--- src/rtl/bp_be_dcache_pkt_encoder_pkg.sv ---
// bp_be_dcache_pkt_encoder_pkg
// Shared definitions for the BE dcache packet encoder: RISC-V major opcodes,
// funct3 / AMO funct5 codes, CBO immediates, the dcache packet format and
// the encoder FSM state type.
// No ports (package).

package bp_be_dcache_pkt_encoder_pkg;

  localparam int vaddr_width_gp = 39;
  localparam int dword_width_gp = 64;

  // RISC-V major opcodes handled by the encoder
  localparam logic [6:0] rv_op_load     = 7'b0000011;
  localparam logic [6:0] rv_op_store    = 7'b0100011;
  localparam logic [6:0] rv_op_load_fp  = 7'b0000111;
  localparam logic [6:0] rv_op_store_fp = 7'b0100111;
  localparam logic [6:0] rv_op_amo      = 7'b0101111;
  localparam logic [6:0] rv_op_misc_mem = 7'b0001111;

  // funct3 values
  localparam logic [2:0] rv_f3_w     = 3'b010;
  localparam logic [2:0] rv_f3_d     = 3'b011;
  localparam logic [2:0] rv_f3_fence = 3'b000;
  localparam logic [2:0] rv_f3_cbo   = 3'b010;

  // AMO funct5 values
  localparam logic [4:0] rv_f5_lr      = 5'b00010;
  localparam logic [4:0] rv_f5_sc      = 5'b00011;
  localparam logic [4:0] rv_f5_amoswap = 5'b00001;
  localparam logic [4:0] rv_f5_amoadd  = 5'b00000;
  localparam logic [4:0] rv_f5_amoxor  = 5'b00100;
  localparam logic [4:0] rv_f5_amoand  = 5'b01100;
  localparam logic [4:0] rv_f5_amoor   = 5'b01000;
  localparam logic [4:0] rv_f5_amomin  = 5'b10000;
  localparam logic [4:0] rv_f5_amomax  = 5'b10100;
  localparam logic [4:0] rv_f5_amominu = 5'b11000;
  localparam logic [4:0] rv_f5_amomaxu = 5'b11100;

  // CBO immediates (imm[11:0] of MISC-MEM funct3 010)
  localparam logic [11:0] rv_cbo_inval = 12'd0;
  localparam logic [11:0] rv_cbo_clean = 12'd1;
  localparam logic [11:0] rv_cbo_flush = 12'd2;
  localparam logic [11:0] rv_cbo_zero  = 12'd4;

  typedef enum logic [5:0] {
    e_dcache_op_lb, e_dcache_op_lh, e_dcache_op_lw, e_dcache_op_ld,
    e_dcache_op_lbu, e_dcache_op_lhu, e_dcache_op_lwu,
    e_dcache_op_sb, e_dcache_op_sh, e_dcache_op_sw, e_dcache_op_sd,
    e_dcache_op_flw, e_dcache_op_fld, e_dcache_op_fsw, e_dcache_op_fsd,
    e_dcache_op_lrw, e_dcache_op_scw,
    e_dcache_op_amoswapw, e_dcache_op_amoaddw, e_dcache_op_amoxorw,
    e_dcache_op_amoandw, e_dcache_op_amoorw, e_dcache_op_amominw,
    e_dcache_op_amomaxw, e_dcache_op_amominuw, e_dcache_op_amomaxuw,
    e_dcache_op_lrd, e_dcache_op_scd,
    e_dcache_op_amoswapd, e_dcache_op_amoaddd, e_dcache_op_amoxord,
    e_dcache_op_amoandd, e_dcache_op_amoord, e_dcache_op_amomind,
    e_dcache_op_amomaxd, e_dcache_op_amominud, e_dcache_op_amomaxud,
    e_dcache_op_binval, e_dcache_op_bclean, e_dcache_op_bflush,
    e_dcache_op_bzero
  } bp_be_dcache_opcode_e;

  typedef struct packed {
    bp_be_dcache_opcode_e        opcode;
    logic [dword_width_gp-1:0]   data;
    logic [vaddr_width_gp-1:0]   vaddr;
    logic [4:0]                  rd_addr;
  } bp_be_dcache_pkt_s;

  typedef enum logic [0:0] {
    e_run,
    e_drain
  } bp_be_encoder_state_e;

endpackage

--- src/rtl/bp_be_dcache_pkt_encode.sv ---
// bp_be_dcache_pkt_encode
// Pure combinational decode of a raw RISC-V instruction into the dcache
// opcode plus the side information the encoder needs.
// Ports:
//   instr     in   32-bit raw instruction
//   opcode    out  dcache opcode (don't care when illegal or is_fence)
//   rd_addr   out  destination register, 0 for stores and CBOs
//   has_data  out  packet carries the rs2 source data
//   is_fence  out  instruction is a FENCE (no packet produced)
//   illegal   out  unsupported memory encoding

module bp_be_dcache_pkt_encode
  import bp_be_dcache_pkt_encoder_pkg::*;
(
  input  logic [31:0]          instr,
  output bp_be_dcache_opcode_e opcode,
  output logic [4:0]           rd_addr,
  output logic                 has_data,
  output logic                 is_fence,
  output logic                 illegal
);

  logic [6:0]  major;
  logic [2:0]  funct3;
  logic [4:0]  funct5;
  logic [4:0]  rs2;
  logic [4:0]  rd;
  logic [11:0] imm;
  logic        dword;
  logic        unused_rs1;

  assign major      = instr[6:0];
  assign funct3     = instr[14:12];
  assign funct5     = instr[31:27];
  assign rs2        = instr[24:20];
  assign rd         = instr[11:7];
  assign imm        = instr[31:20];
  assign dword      = (funct3 == rv_f3_d);
  // rs1 is folded into vaddr upstream
  assign unused_rs1 = ^instr[19:15];

  always_comb begin
    opcode   = e_dcache_op_lb;
    rd_addr  = '0;
    has_data = 1'b0;
    is_fence = 1'b0;
    illegal  = 1'b0;
    case (major)
      rv_op_load: begin
        rd_addr = rd;
        case (funct3)
          3'b000:  opcode = e_dcache_op_lb;
          3'b001:  opcode = e_dcache_op_lh;
          3'b010:  opcode = e_dcache_op_lw;
          3'b011:  opcode = e_dcache_op_ld;
          3'b100:  opcode = e_dcache_op_lbu;
          3'b101:  opcode = e_dcache_op_lhu;
          3'b110:  opcode = e_dcache_op_lwu;
          default: illegal = 1'b1;
        endcase
      end
      rv_op_store: begin
        has_data = 1'b1;
        case (funct3)
          3'b000:  opcode = e_dcache_op_sb;
          3'b001:  opcode = e_dcache_op_sh;
          3'b010:  opcode = e_dcache_op_sw;
          3'b011:  opcode = e_dcache_op_sd;
          default: illegal = 1'b1;
        endcase
      end
      rv_op_load_fp: begin
        rd_addr = rd;
        case (funct3)
          rv_f3_w: opcode = e_dcache_op_flw;
          rv_f3_d: opcode = e_dcache_op_fld;
          default: illegal = 1'b1;
        endcase
      end
      rv_op_store_fp: begin
        has_data = 1'b1;
        case (funct3)
          rv_f3_w: opcode = e_dcache_op_fsw;
          rv_f3_d: opcode = e_dcache_op_fsd;
          default: illegal = 1'b1;
        endcase
      end
      rv_op_amo: begin
        rd_addr  = rd;
        has_data = 1'b1;
        // Only word and double widths exist for AMOs
        if ((funct3 != rv_f3_w) && (funct3 != rv_f3_d)) illegal = 1'b1;
        case (funct5)
          rv_f5_lr: begin
            opcode   = dword ? e_dcache_op_lrd : e_dcache_op_lrw;
            has_data = 1'b0;
            // lr has no source operand, so a nonzero rs2 is reserved
            if (rs2 != 5'd0) illegal = 1'b1;
          end
          rv_f5_sc:      opcode = dword ? e_dcache_op_scd      : e_dcache_op_scw;
          rv_f5_amoswap: opcode = dword ? e_dcache_op_amoswapd : e_dcache_op_amoswapw;
          rv_f5_amoadd:  opcode = dword ? e_dcache_op_amoaddd  : e_dcache_op_amoaddw;
          rv_f5_amoxor:  opcode = dword ? e_dcache_op_amoxord  : e_dcache_op_amoxorw;
          rv_f5_amoand:  opcode = dword ? e_dcache_op_amoandd  : e_dcache_op_amoandw;
          rv_f5_amoor:   opcode = dword ? e_dcache_op_amoord   : e_dcache_op_amoorw;
          rv_f5_amomin:  opcode = dword ? e_dcache_op_amomind  : e_dcache_op_amominw;
          rv_f5_amomax:  opcode = dword ? e_dcache_op_amomaxd  : e_dcache_op_amomaxw;
          rv_f5_amominu: opcode = dword ? e_dcache_op_amominud : e_dcache_op_amominuw;
          rv_f5_amomaxu: opcode = dword ? e_dcache_op_amomaxud : e_dcache_op_amomaxuw;
          default:       illegal = 1'b1;
        endcase
      end
      rv_op_misc_mem: begin
        case (funct3)
          rv_f3_fence: is_fence = 1'b1;
          rv_f3_cbo: begin
            case (imm)
              rv_cbo_inval: opcode = e_dcache_op_binval;
              rv_cbo_clean: opcode = e_dcache_op_bclean;
              rv_cbo_flush: opcode = e_dcache_op_bflush;
              rv_cbo_zero:  opcode = e_dcache_op_bzero;
              default:      illegal = 1'b1;
            endcase
          end
          default: illegal = 1'b1;
        endcase
      end
      default: illegal = 1'b1;
    endcase
  end

endmodule

--- src/rtl/bp_be_dcache_pkt_encoder.sv ---
// bp_be_dcache_pkt_encoder
// Turns BE memory instructions into dcache packets, buffers them in a small
// FIFO and presents the head over a valid/yumi handshake. FENCE stalls
// acceptance until the buffer drains; flush discards buffered packets.
// Ports:
//   clk_i, reset_i   clock, synchronous active-high reset
//   v_i / ready_o    instruction handshake (accept = v_i & ready_o)
//   instr_i          raw instruction
//   vaddr_i          effective address
//   data_i           rs2 source data
//   flush_i          discard all buffered packets
//   illegal_o        pulse: accepted instruction was an unsupported encoding
//   fence_done_o     pulse: accepted FENCE completed
//   pkt_v_o / pkt_o  head packet valid / head packet
//   pkt_yumi_i       dcache consumes the head packet

module bp_be_dcache_pkt_encoder
  import bp_be_dcache_pkt_encoder_pkg::*;
#(
  parameter int buf_els_p = 2
)
(
  input  logic                      clk_i,
  input  logic                      reset_i,
  input  logic                      v_i,
  output logic                      ready_o,
  input  logic [31:0]               instr_i,
  input  logic [vaddr_width_gp-1:0] vaddr_i,
  input  logic [dword_width_gp-1:0] data_i,
  input  logic                      flush_i,
  output logic                      illegal_o,
  output logic                      fence_done_o,
  output logic                      pkt_v_o,
  output bp_be_dcache_pkt_s         pkt_o,
  input  logic                      pkt_yumi_i
);

  localparam int ptr_w = (buf_els_p > 1) ? $clog2(buf_els_p) : 1;
  localparam int cnt_w = $clog2(buf_els_p + 1);

  bp_be_dcache_opcode_e dec_opcode;
  logic [4:0]           dec_rd_addr;
  logic                 dec_has_data;
  logic                 dec_fence;
  logic                 dec_illegal;

  bp_be_dcache_pkt_encode encode (
    .instr    (instr_i),
    .opcode   (dec_opcode),
    .rd_addr  (dec_rd_addr),
    .has_data (dec_has_data),
    .is_fence (dec_fence),
    .illegal  (dec_illegal)
  );

  bp_be_dcache_pkt_s    pkt_in;
  bp_be_dcache_pkt_s    mem [buf_els_p];
  logic [ptr_w-1:0]     rptr, wptr;
  logic [cnt_w-1:0]     count, count_n;
  bp_be_encoder_state_e state;
  logic                 full, empty, accept, enq, deq;
  logic                 illegal_r, fence_done_r;

  assign pkt_in.opcode  = dec_opcode;
  assign pkt_in.data    = dec_has_data ? data_i : '0;
  assign pkt_in.vaddr   = vaddr_i;
  assign pkt_in.rd_addr = dec_rd_addr;

  assign full    = (count == cnt_w'(buf_els_p));
  assign empty   = (count == '0);
  assign ready_o = !full && (state == e_run);
  assign accept  = v_i && ready_o;
  // Flush wins over both a same-cycle accept and a same-cycle yumi
  assign enq     = accept && !flush_i && !dec_illegal && !dec_fence;
  assign deq     = pkt_yumi_i && !flush_i && !empty;

  assign pkt_v_o      = !empty;
  assign pkt_o        = mem[rptr];
  assign illegal_o    = illegal_r;
  assign fence_done_o = fence_done_r;

  function automatic logic [ptr_w-1:0] ptr_inc(input logic [ptr_w-1:0] p);
    return (p == ptr_w'(buf_els_p - 1)) ? '0 : p + ptr_w'(1);
  endfunction

  // Occupancy after this edge; the FSM uses it to see the drain finishing
  always_comb begin
    count_n = count;
    if (flush_i) count_n = '0;
    else         count_n = count + cnt_w'(enq) - cnt_w'(deq);
  end

  always_ff @(posedge clk_i) begin
    if (reset_i || flush_i) begin
      rptr  <= '0;
      wptr  <= '0;
      count <= '0;
    end else begin
      if (enq) wptr <= ptr_inc(wptr);
      if (deq) rptr <= ptr_inc(rptr);
      count <= count_n;
    end
  end

  always_ff @(posedge clk_i) begin
    if (enq) mem[wptr] <= pkt_in;
  end

  // FENCE completes on the edge where the buffer is (or becomes) empty,
  // so fence_done_o is seen the cycle the FIFO reads empty.
  always_ff @(posedge clk_i) begin
    if (reset_i) begin
      state        <= e_run;
      illegal_r    <= 1'b0;
      fence_done_r <= 1'b0;
    end else begin
      illegal_r    <= accept && !flush_i && dec_illegal;
      fence_done_r <= 1'b0;
      case (state)
        e_run: begin
          if (accept && !flush_i && dec_fence) begin
            if (count_n == '0) fence_done_r <= 1'b1;
            else               state        <= e_drain;
          end
        end
        e_drain: begin
          if (count_n == '0) begin
            state        <= e_run;
            fence_done_r <= 1'b1;
          end
        end
        default: state <= e_run;
      endcase
    end
  end

  a_yumi_needs_valid: assert property (@(posedge clk_i) disable iff (reset_i)
    pkt_yumi_i |-> pkt_v_o);
  a_buf_els_min: assert property (@(posedge clk_i) buf_els_p >= 1);

endmodule

--- config.mk ---
export PLATFORM = sky130hd
export DESIGN_NAME = bp_be_dcache_pkt_encoder
export DESIGN_NICKNAME = d
export VERILOG_FILES = /design/src/rtl/bp_be_dcache_pkt_encoder_pkg.sv /design/src/rtl/bp_be_dcache_pkt_encode.sv /design/src/rtl/bp_be_dcache_pkt_encoder.sv
export SDC_FILE = /design/constraint.sdc
export NUM_CORES = 1
export LEC_CHECK = 0
export ABC_AREA = 1
export BUFFER_PORTS_ARGS = -buffer_cell sky130_fd_sc_hd__buf_2
export CORE_MARGIN = 2
export CORE_UTILIZATION = 50
export DETAILED_ROUTE_END_ITERATION = 7
export PLACE_DENSITY_LB_ADDON = 0.15
export SLEW_MARGIN = 20
export SYNTH_ARGS = -nofsm -noshare
export SYNTH_HDL_FRONTEND = slang
export SYNTH_HIERARCHICAL = 1
export SYNTH_SLANG_ARGS = --single-unit
--- constraint.sdc ---
create_clock -name clk_i -period 21.6 [get_ports clk_i]
set_input_delay 2.16 -clock clk_i [delete_from_list [all_inputs] [get_ports clk_i]]
set_output_delay 2.16 -clock clk_i [all_outputs]
set_load 0.03 [all_outputs]
==> qor.csv, run 1 <==
stage,metric,value,unit
layout,Synth-to-Final Area Change,22.17,%
drt,DRT iter0 DRCs,259,
placed_design,detailed placement HPWL,13.15,mm
clock_tree,Clock Latency Late Sink,500,ps
min_path,HP Class,reg2reg,
global_routing,first-pass GRT wire length,30.50,mm
yosys,Synth async-reset ratio,0,%
sta,final setup fails,0,
sta,final cycle utilization of the critical path,24.03,%
yosys,Mapped Area,10280,µm²
drt,Wirelength per Cell,15.30,µm
layout,layout cells sized above 1,41.70,%
pwr,power consumption,935.9,µW
global_routing,GR Util All Layers,17.66,%
pwr,Leak,0.005603,µW
floorplanning,# IOs,258,
clock_tree,"Hold-fix buffers, CTS",0,
layout,fillers,1640,
floorplanning,Die X,147.4,µm
layout,"commonest non-fill, non-tap cell in the layout",buf_2,
sta,Slew Limit Fails,0,
sta,Slew @ Worst Pin,959.3,ps
sta,Final Hold Viols,0,
drt,Via Count,6286,
worst_setup_path,crit start category,input port,
drt,WL final,19.83,mm
clock_tree,number of buffers created by CTS,24,
global_routing,GRT Residual Overflow,0,
clock_tree,CTS tree,done,
yosys,"FF+latch count, synth",236,
yosys,Most used DFF post-synth,edfxtp_1,
sta,Max Fclk,192.7,MHz
yosys,cells after synthesis,748,
drt,drt first pass iters,4,
clock_tree,number of H-tree levels,1,
floorplanning,Starting Density,50.82,%
clock_tree,clk sinks,236,
worst_setup_path,Critical Path RT,21730,ps
clock_tree,Post-CTS Setup Inserts,0,
yosys,"Seq/Total Area, Yosys",68.14,%
pwr,Max IR drop VDD,0.06099,mV
yosys,number of flops mapped to enable cells by yosys,228,
sta,Rel. slew slack,36.04,%
yosys,Yosys Warn Count,6,
sta,total negative slack,0,ps
floorplanning,num rows,52,
layout,Final nets,1149,
placed_design,input/output buffers,252,
layout,Final Util,62.08,%
drt,DRC errors left,0,
drt,ANT nets after route,0,
clock_tree,"Clk pin slew, worst setup/hold paths",60,ps
run,MaxCap Viol Count,0,
worst_setup_path,Arrival @ worst endpoint,5320,ps
yosys,Yosys cell types,31,
clock_tree,CTS root buffer,clkbuf_16,
floorplanning,die area,21730,µm²
yosys,"Avg Cell Area, Syn",13.75,µm²
floorplanning,die height,147.4,µm
sta,Final Skew,7.524,ps
sta,minimum clock period,5190,ps
drt,via/cell ratio,4.850,
worst_setup_path,"Max FO, Critical Path",55,
global_routing,vias in the first global route,6135,
floorplanning,core area,20230,µm²
clock_tree,CTS Buffer Depth,3,
clock_tree,post_cts resized,0,
yosys,Synth Net Count,890,
layout,"commonest cells after routing, fill and taps aside","252 x buf_2, 228 x edfxtp_1, 143 x nand2_1, 97 x inv_1, 60 x mux2_4",
placed_design,RePlAce Congestion,0.8462,
sta,RSZ-0062 raised after global routing,false,
global_routing,pin count of the biggest net entering global routing,65,
worst_setup_path,CP endpoint kind,flop,
pwr,pwr/cell area,74.50,nW/µm²
worst_setup_path,critical path class,in2reg,
global_routing,initial antenna violation count,2,
outcome,status,"complete, no violations",
==> logic make-up after synthesis <==
kind of cell             share of synthesized area (%)
AND/OR/NAND/NOR                                  10.59
multiplexers                                     14.68
AO/OA/AOI/OAI                                   0.9736
buffers and inverters                            5.378
flip-flops                                       68.14
adder cells (fa/ha/maj)                         0.2433
==> critical path: stages <==
cell and delay [ps]:
buf_2 170, inv_1 210, nand4_1 210, inv_1 130, nand2_1 80, nand2_1 50
nand2_1 70, nand2_1 50, nor2_1 80, nand2_1 80, nor2_1 180, nand3_1 170
nor2_4 240, buf_4 630, buf_4 720
==> report_power, final <==
part / switching, µW / leakage [µW] / internal (µW) / total, µW
sequential: 0.170 / 0.00217 / 498 / 498
combinational: 16.3 / 0.00304 / 12.5 / 28.8
clock: 159 / 0.000393 / 250 / 409
==> area by class of cell <==
class	instances	area, µm²	area share, %
diodes	2	5.005	0.03984
clock buffers	30	654.4	5.209
clock inverters	13	140.1	1.116
inverters	99	374.1	2.978
multi-input cells	389	2741	21.82
flip-flops and latches	236	7010	55.81
well taps	270	337.8	2.689
repair buffers	257	1299	10.34
==> metal layers <==
| metal | vias up | global-route usage (%) | part of all wire [%] |
|---|---|---|---|
| met2 | 169 | 31.19 | 51 |
| met1 | 2980 | 21.73 | 40 |
| li1 | 3099 | - | - |
| met4 | 0 | 6.587 | 3.2 |
| met5 | - | 0 | 0 |
| met3 | 38 | 3.302 | 5.1 |
==> state kept, by name (all words and copies together), names as in the netlist, named ones only <==
name	count
count	2
fence_done_o	1
illegal_o	1
mem	228
rptr	1
state	1
wptr	1
==> per-stage QoR <==
step	instances	hold slack, ps	setup WS [ps]	area, µm²
2_1_floorplan	748	447.4	13080	10280
3_3_place_gp	1251	454.8	15850	11760
3_5_place_dp	1251	462.7	15890	11760
4_1_cts	1294	476.5	16350	12560
5_1_grt	1296	491.2	16060	12560
6_report	1296	471.1	16410	12560
==> path summary, 6_finish.rpt <==
kind | cells after the start | slack, ps | startpoint | to
min | 2 | 470 | rptr | flop
max | 15 | 16410 | instr_i[31] | mem[0][98]
min reg2reg | 2 | 470 | rptr | flop
max reg2reg | 6 | 18680 | count[0] | mem[0][98]
==> Yosys cell counts, types with 3 or more instances <==
master | n | area share, %
edfxtp_1 | 228 | 67
nand2_1 | 143 | 5.2
inv_1 | 98 | 3.6
mux2_4 | 60 | 8.8
mux2_2 | 54 | 5.9
nor2_1 | 53 | 1.9
nand3_1 | 36 | 1.8
buf_2 | 13 | 0.63
a21oi_1 | 8 | 0.39
buf_6 | 8 | 0.88
dfxtp_1 | 8 | 1.6
nor2_2 | 7 | 0.43
nand4_1 | 6 | 0.37
o21ai_0 | 4 | 0.19
nand3b_1 | 3 | 0.22
Power figures use the tool's default switching activity.
==> run 2, diff against run 1 <==
==> constraint.sdc (replaced) <==
create_clock -name clk_i -period 4.8 [get_ports clk_i]
set_input_delay 0.48 -clock clk_i [delete_from_list [all_inputs] [get_ports clk_i]]
set_output_delay 0.48 -clock clk_i [all_outputs]
set_load 0.03 [all_outputs]
==> qor.csv, run 2 (synthesis results as in run 1) <==
stage,metric,value,unit,change
pwr,Max IR drop VDD,0.2146,mV,+250%
layout,Biggest register,mem,,
layout,Final nets,1151,,+0.17%
clock_tree,CTS tree,done,,
layout,Largest register FFs,228,,unchanged
clock_tree,"Clk pin slew, worst setup/hold paths",60,ps,about the same
worst_setup_path,reg-to-reg startpoint,count[0],,
clock_tree,post_cts resized,0,,unchanged
sta,minimum clock period,3011,ps,
pwr,Sw Share,18.98,%,+0.22 points
worst_setup_path,critical path class,reg2out,,
layout,Synth-to-Final Area Change,22.67,%,
floorplanning,Starting Density,50.82,%,unchanged
layout,Final Util,62.34,%,+0.25 points
pwr,pwr/cell area,332.7,nW/µm²,+350%
sta,total negative slack,0,ps,unchanged
layout,layout cells sized above 1,41.44,%,-0.26 points
worst_setup_path,Critical Path RT,4320,ps,-17410 ps
min_path,HP Class,in2reg,,
floorplanning,# IOs,258,,unchanged
global_routing,GRT Residual Overflow,0,,unchanged
drt,DRT iter0 DRCs,296,,+14%
clock_tree,CTS Buffer Depth,3,,unchanged
placed_design,detailed placement HPWL,13.44,mm,+2.2%
worst_setup_path,FF-to-FF path depth,5,,-1
worst_setup_path,"Max FO, Critical Path",64,,+16%
pwr,Comb pwr share,3.1,%,about the same
clock_tree,Clock Latency Late Sink,510,ps,about the same
drt,Wirelength per Cell,15.55,µm,+1.6%
pwr,sequential power share,53.4,%,+0.2 points
global_routing,first-pass GRT wire length,31.06,mm,+1.9%
run,MaxCap Viol Count,0,,unchanged
placed_design,input/output buffers,252,,unchanged
clock_tree,number of H-tree levels,1,,unchanged
worst_setup_path,R2R setup slack,2570,ps,-16110 ps
sta,final cycle utilization of the critical path,62.72,%,
floorplanning,Die X,147.4,µm,unchanged
sta,Rel. slew slack,38.93,%,+2.9 points
worst_setup_path,Arrival @ worst endpoint,2530,ps,-2790 ps
floorplanning,die area,21730,µm²,unchanged
clock_tree,number of buffers created by CTS,25,,+4.2%
global_routing,initial antenna violation count,1,,-1
clock_tree,clk sinks,236,,unchanged
global_routing,vias in the first global route,6268,,+2.2%
sta,Slew @ Worst Pin,916.1,ps,-43.21 ps
sta,final setup fails,0,,unchanged
layout,biggest registers after layout,"mem (228), count (2)",,
layout,"commonest cells after routing, fill and taps aside","252 x buf_2, 228 x edfxtp_1, 143 x nand2_1, 97 x inv_1, 60 x mux2_4",,
floorplanning,num rows,52,,unchanged
placed_design,RePlAce Congestion,0.8847,,+4.5%
clock_tree,CTS root buffer,clkbuf_16,,
drt,ANT nets after route,0,,unchanged
global_routing,GR Util All Layers,17.96,%,+0.30 points
sta,Slew Limit Fails,0,,unchanged
worst_setup_path,R2R Path End,mem[0][89],,
sta,Final Skew,20.97,ps,+13.45 ps
pwr,Power Internal,3399,µW,+350%
drt,drt first pass iters,5,,+1
floorplanning,core area,20230,µm²,unchanged
worst_setup_path,crit start category,flop,,
worst_setup_path,CP endpoint kind,primary output,,
pwr,P_sw,796.6,µW,+350%
sta,RSZ-0062 raised after global routing,false,,
global_routing,pin count of the biggest net entering global routing,65,,unchanged
worst_setup_path,CP Capture Point,pkt_o[45],,
sta,setup ws final,1789,ps,-14620 ps
layout,"commonest non-fill, non-tap cell in the layout",buf_2,,
clock_tree,"Hold-fix buffers, CTS",0,,unchanged
floorplanning,die height,147.4,µm,unchanged
drt,via/cell ratio,4.862,,+0.25%
pwr,Clk pwr share,43.5,%,-0.2 points
pwr,Leak,0.005611,µW,+0.14%
drt,WL final,20.20,mm,+1.8%
drt,Via Count,6316,,+0.48%
placed_design,Post-Place Setup Slack,1391,ps,-14500 ps
clock_tree,Post-CTS Setup Inserts,0,,unchanged
sta,Max Fclk,332.2,MHz,
sta,Final Hold Viols,0,,unchanged
outcome,status,"complete, no violations",,
drt,DRC errors left,0,,unchanged
==> run 2: cell types whose count changed in the layout (fill, tap and decap cells not counted), moves of 3 or more <==
cell and change:
buf_4 -3, clkbuf_1 +5, buf_12 +4, clkinv_2 -3
==> run 2: layout make-up <==
cell class / instances / area, µm²
repair buffers: 258 / 1356
clock inverters: 10 / 103.9
diodes: 1 / 2.502
clock buffers: 36 / 686.9
well taps: 270 / 337.8
inverters: 99 / 374.1
flip-flops and latches: 236 / 7010
multi-input cells: 389 / 2741
fillers: 1635 / 7621
==> run 2: worst min path at each step <==
stage,from,end,slack [ps],cells after the start
after global routing,vaddr_i[14],mem[1][19],130,1
after detailed placement,rptr,flop,460,2
after CTS,vaddr_i[14],mem[1][19],130,1
final,vaddr_i[8],mem[0][13],150,1
after global placement,rptr,flop,450,2
after floorplan,rptr,flop,450,2
==> run 2: through the flow <==
step	cells	total power (µW)	hold WS (ps)	area, µm²
2_1_floorplan	748	2341	447.4	10290
3_3_place_gp	1252	2413	451.3	11820
3_5_place_dp	1252	2415	458.0	11820
4_1_cts	1298	4240	130.0	12610
5_1_grt	1298	4341	133.2	12610
6_report	1299	4196	146.3	12610
==> run 2: critical path: stages, from the launching register on <==
cell     delay [ps]
dfxtp_4         950
buf_12          460
mux2_2          390
buf_2           190
==> run 2: routing by layer <==
metal  up-vias  track usage, %  part of all wire [%]
li1       3112               -                     -
met1      2958           20.85                    39
met2       212           33.32                    51
met3        34           3.735                   7.0
met4         0           5.673                   2.6
met5         -               0                     0
==> run 2: power groups by stage <==
stage | Clock, µW | Combinational [µW] | Sequential, µW
after floorplan | 0 | 53.2 | 2290
after global placement | 0 | 127 | 2290
after detailed placement | 0 | 129 | 2290
after CTS | 1870 | 130 | 2240
after global routing | 1960 | 145 | 2240
final | 1820 | 130 | 2240
